$ cat src/rtl/rs232_tx_arbiter.sv
// Round-robin, message-granular arbiter that shares one rs232_tx serializer
// between NUM_REQ byte sources and sequences its tx_en/tx_busy handshake.
`timescale 1ns/1ps

module rs232_tx_arbiter #(
    parameter int unsigned NUM_REQ      = 2,
    parameter int unsigned LOCK_TIMEOUT = 1000
) (
    input  logic                 clk,
    input  logic                 resetn,
    input  logic [NUM_REQ-1:0]   req_valid,
    input  logic [8*NUM_REQ-1:0] req_data,
    input  logic [NUM_REQ-1:0]   req_last,
    output logic [NUM_REQ-1:0]   req_ready,
    output logic [7:0]           tx_data,
    output logic                 tx_en,
    input  logic                 tx_busy,
    output logic [NUM_REQ-1:0]   grant,
    output logic                 lock_active
);

    localparam int unsigned PTR_W = $clog2(NUM_REQ);
    localparam int unsigned CNT_W = 16;

    typedef enum logic [1:0] {
        IDLE   = 2'd0,
        GRANT  = 2'd1,
        SETTLE = 2'd2,
        DRAIN  = 2'd3
    } state_t;

    state_t             state;
    logic [PTR_W-1:0]   rr_ptr;
    logic [PTR_W-1:0]   owner;
    logic [CNT_W-1:0]   tmo_cnt;

    logic               win_found;
    logic [PTR_W-1:0]   win_idx;
    logic [PTR_W-1:0]   cand;

    // Modulo-NUM_REQ increment; also covers non-power-of-2 requester counts.
    function automatic logic [PTR_W-1:0] inc_mod(input logic [PTR_W-1:0] p);
        return (p == PTR_W'(NUM_REQ - 1)) ? '0 : p + 1'b1;
    endfunction

    function automatic logic [NUM_REQ-1:0] onehot(input logic [PTR_W-1:0] p);
        return {{(NUM_REQ-1){1'b0}}, 1'b1} << p;
    endfunction

    // First valid requester scanning upward from rr_ptr with wrap.
    always_comb begin
        win_found = 1'b0;
        win_idx   = '0;
        cand      = '0;
        for (int unsigned i = 0; i < NUM_REQ; i++) begin
            cand = PTR_W'((32'(rr_ptr) + i) % NUM_REQ);
            if (!win_found && req_valid[cand]) begin
                win_found = 1'b1;
                win_idx   = cand;
            end
        end
    end

    always_ff @(posedge clk or negedge resetn) begin
        if (!resetn) begin
            state       <= IDLE;
            rr_ptr      <= '0;
            owner       <= '0;
            tmo_cnt     <= '0;
            req_ready   <= '0;
            tx_data     <= '0;
            tx_en       <= 1'b0;
            grant       <= '0;
            lock_active <= 1'b0;
        end else begin
            case (state)
                IDLE: begin
                    if (!tx_busy) begin
                        if (lock_active) begin
                            // Only the lock owner may continue its message.
                            if (req_valid[owner]) begin
                                req_ready <= onehot(owner);
                                state     <= GRANT;
                            end else if (LOCK_TIMEOUT != 0 &&
                                         32'(tmo_cnt) + 32'd1 >= LOCK_TIMEOUT) begin
                                lock_active <= 1'b0;
                                tmo_cnt     <= '0;
                                rr_ptr      <= inc_mod(owner);
                            end else if (tmo_cnt != {CNT_W{1'b1}}) begin
                                tmo_cnt <= tmo_cnt + 1'b1;
                            end
                        end else if (win_found) begin
                            owner     <= win_idx;
                            grant     <= onehot(win_idx);
                            req_ready <= onehot(win_idx);
                            state     <= GRANT;
                        end
                    end
                end
                GRANT: begin
                    req_ready   <= '0;
                    tx_data     <= req_data[{owner, 3'b000} +: 8];
                    tx_en       <= 1'b1;
                    lock_active <= ~req_last[owner];
                    tmo_cnt     <= '0;
                    state       <= SETTLE;
                end
                SETTLE: begin
                    // Blanking cycle so the serializer can raise tx_busy.
                    tx_en <= 1'b0;
                    state <= DRAIN;
                end
                DRAIN: begin
                    if (!tx_busy) begin
                        if (!lock_active) begin
                            rr_ptr <= inc_mod(owner);
                        end
                        state <= IDLE;
                    end
                end
                default: state <= IDLE;
            endcase
        end
    end

endmodule

$ cat config.mk
export PLATFORM = sky130hd
export DESIGN_NAME = rs232_tx_arbiter
export DESIGN_NICKNAME = d
export VERILOG_FILES = /design/src/rtl/rs232_tx_arbiter.sv
export SDC_FILE = /design/constraint.sdc
export NUM_CORES = 1
export LEC_CHECK = 0
export CAP_MARGIN = 20
export CORE_MARGIN = 2
export CORE_UTILIZATION = 50
export DETAILED_ROUTE_END_ITERATION = 6
export HOLD_SLACK_MARGIN = 0.12
export PLACE_DENSITY = 0.85
export SLEW_MARGIN = 20
export SYNTH_ARGS = -nofsm -noshare
export SYNTH_HDL_FRONTEND = slang
export SYNTH_SLANG_ARGS = --single-unit
$ cat constraint.sdc
create_clock -name clk -period 3 [get_ports clk]
set_clock_uncertainty 0.1 [all_clocks]
set_input_delay 0.6 -clock clk [delete_from_list [all_inputs] [get_ports clk]]
set_output_delay 0.6 -clock clk [all_outputs]
set_load 0.05 [all_outputs]
==> results.cfg <==
[timing]
rsz_0062_raised_after_global_routing = no
finalHoldWorstSlack_ns = 0.4211
max_clock_freq_ghz = 0.3820
tightest_slew_ns = 0.5694
finalSetupTns_ns = 0
timing.final.setup_violations = 0
finalCritPeriodShare_pct = 87.27
max-slew-margin-rel_pct = 61.78
final.min_clock_period_ns = 2.618
slew_violations = 0
finalHoldViolations = 0

[clock_network]
tritoncts_sinks = 33
cts_root_buf = clkbuf_8
tritoncts.num_buffers = 5
postCtsHoldBufs = 0
clock_slew_seen_by_the_registers_of_the_worst_setup_and_hold_paths_ns = 0.07
clock_tree.buffer_depth = 2
cts_resized = 0
htreeDepth = 2
post_cts_buffers = 0
clock_latency_ns = 0.29
cts_tree = built

[logic_synthesis]
synth_area_leader_cell = dfrtp_1
synth_cell_types = 50
synthTopCellsByArea = dfrtp_1 (42%), mux2i_1 (6.6%), nand2_1 (4.0%)
syn-cell-area_um2 = 1977
synth.avg_cell_area_um2 = 9.325
async_flop_share_pct = 100.0
synth-seq-area-share_pct = 41.77
synthFlopType = dfrtp_1
synth_fp_nets = 240
ys_warn_count = 0
synth.cells.most_frequent = dfrtp_1 (33), nand2_1 (21), inv_1 (15), nor2_1 (14), mux2i_1 (13)
ys_seq_elements = 33
most_instantiated_library_cell_after_synthesis = dfrtp_1
post_synth_inst_count = 212
synth-edff-count = 0
yosysTopAreaCellShare_pct = 41.77

[floorplan]
floorplan.die.height_um = 66.88
placementRows = 22
start_util_pct = 52.81
num_io_pins = 37
core_area_um2 = 3744
design.die.area_um2 = 4473
chipWidth_um = 66.88

[setup_path]
path_buf_inv = 0
worst-setup-path-type = reg2reg
path_delay_family = compound AO/OA/AOI/OAI gates
crit_required_ns = 3.10
critical_path.max_stage_delay_ns = 0.60
worst_ep_arrival_time_ns = 2.72
r2r_cells = 7
setup.worst_path.end_class = register
crit_chain = ha_1 -> nand4_2 -> nor3_2 -> nand4_1 -> a221oi_4 -> nand3b_4 -> o311ai_2
timing.critical_path.slowest_stage_cell = a221oi_4
critPathLaunchType = register
path_max_fanout = 10
path_depth = 7

[route]
ant_nets = 0
drc = 0
number_of_drc_violations_after_detailed_routing_iteration_0 = 65
route.vias.total = 1705
firstDrtPassIters = 4
avgViaCountPerCell = 5.741
drt_wl_total_um = 4532
detail_route.wl_per_cell_um = 15.26

[global_routing]
first_global_vias = 1622
track_usage_pct = 22.33
grt_pass1_wl_um = 7389
largest_net_degree_at_the_start_of_global_routing = 34
grt_antenna_before_repair = 0
grt_overflow = 0

[final_layout]
final_layout_size_suffix_gt1_share_pct = 10.44
num_antenna_cells = 0
layout.nets = 276
flow.area_growth_from_synthesis_pct = 23.86
fillers = 318
layout.cell_area.non_filler_um2 = 2449
final_util_pct = 65.41

[pwr]
worst_ir_drop_vdd_mv = 0.3973
power_density_nw_per_um2 = 966.7
cellLeakagePower_nw = 1.001
design_power_total_mw = 2.367

[min_path]
min_delay_path_depth = 2
worstHoldPathType = reg2reg

[placed_design]
post_detailed_placement_half_perimeter_wirelength_um = 3202
io_buffers = 36
dpl-instance-area_um2 = 2366
finalWeightedCongestion = 0.9107

[flow_run]
cap_violations = 0

[outcome]
status = completed
==> per-layer routing <==
layer / global-route usage [%] / vias up / part of all wire (%)
li1: - / 844 / -
met1: 26.02 / 793 / 42
met2: 38.00 / 58 / 49
met3: 6.081 / 10 / 6.6
met4: 10.20 / 0 / 2.0
met5: 0 / - / 0
==> tightest hold or removal path: stages (launching register included) <==
cell and delay, ns:
dfrtp_1 0.38, inv_1 0.05, mux2i_1 0.05
==> final timing paths <==
kind | endpoint | startpoint | slack [ns]
worst max-delay path | tmo_cnt[9] | tmo_cnt[0] | 0.38
worst min-delay path | tx_en | tx_en | 0.42
worst max register to register | tmo_cnt[9] | tmo_cnt[0] | 0.38
worst min register to register | tx_en | tx_en | 0.42
max in group asynchronous | tmo_cnt[15] | resetn | 1.88
min in group asynchronous | req_ready[0] | resetn | 0.62
==> stage by stage <==
step | cells | setup WS [ns]
after floorplan | 212 | 0.8251
final | 297 | 0.3820
after global placement | 289 | 0.5081
after detailed placement | 289 | 0.3899
after CTS | 297 | 0.3564
after global routing | 297 | 0.1765
==> layout by cell type, fill, tap and decap left out, types with 2 or more instances in the layout <==
cell type,Yosys,layout
clkdlybuf4s50_1,0,36
dfrtp_1,33,33
nand2_1,21,21
inv_1,15,15
nor2_1,14,14
mux2i_1,13,13
o21ai_0,11,11
a21oi_1,10,10
nand3_1,9,9
a31oi_1,9,9
o22ai_1,7,7
nand4_1,6,6
and2_1,6,6
ha_1,5,5
clkbuf_8,0,5
buf_4,2,5
o21a_1,3,3
nor3_1,3,3
and4b_1,2,2
nor3b_1,2,2
a211oi_1,2,2
a32oi_1,2,2
nand2b_1,2,2
clkinv_2,0,2
==> where the power goes <==
part	internal [mW]	switching, mW	total [mW]
combinational	0.469	0.791	1.26
clock	0.161	0.164	0.325
sequential	0.610	0.173	0.783
total	1.24	1.13	2.37
==> cells by family (layout without fill, tap and decap cells) <==
logic type               after synthesis  count (layout)  synth area share [%]
AO/OA/AOI/OAI                         57              57                 20.32
buffers and inverters                 27              64                 6.329
adder cells (fa/ha/maj)                5               5                 3.165
flip-flops                            33              33                 41.77
AND/OR/NAND/NOR                       76              76                 21.27
multiplexers                          14              14                 7.152
==> state kept, by name, indices dropped and copies added, names as in the netlist <==
register / count
req_ready: 2
grant: 2
rr_ptr: 1
tmo_cnt: 16
state: 2
tx_en: 1
lock_active: 1
tx_data: 8
==> final cells by class <==
| class | count | area, um2 | share of cell area [%] |
|---|---|---|---|
| Multi-Input combinational cell | 152 | 1026 | 41.90 |
| Tap cell | 48 | 60.06 | 2.453 |
| Clock buffer | 6 | 72.57 | 2.964 |
| Timing Repair Buffer | 41 | 397.9 | 16.25 |
| Inverter | 15 | 56.30 | 2.299 |
| Sequential cell | 33 | 825.8 | 33.73 |
| Clock inverter | 2 | 10.01 | 0.4088 |
(Power assumes the default switching activity.)
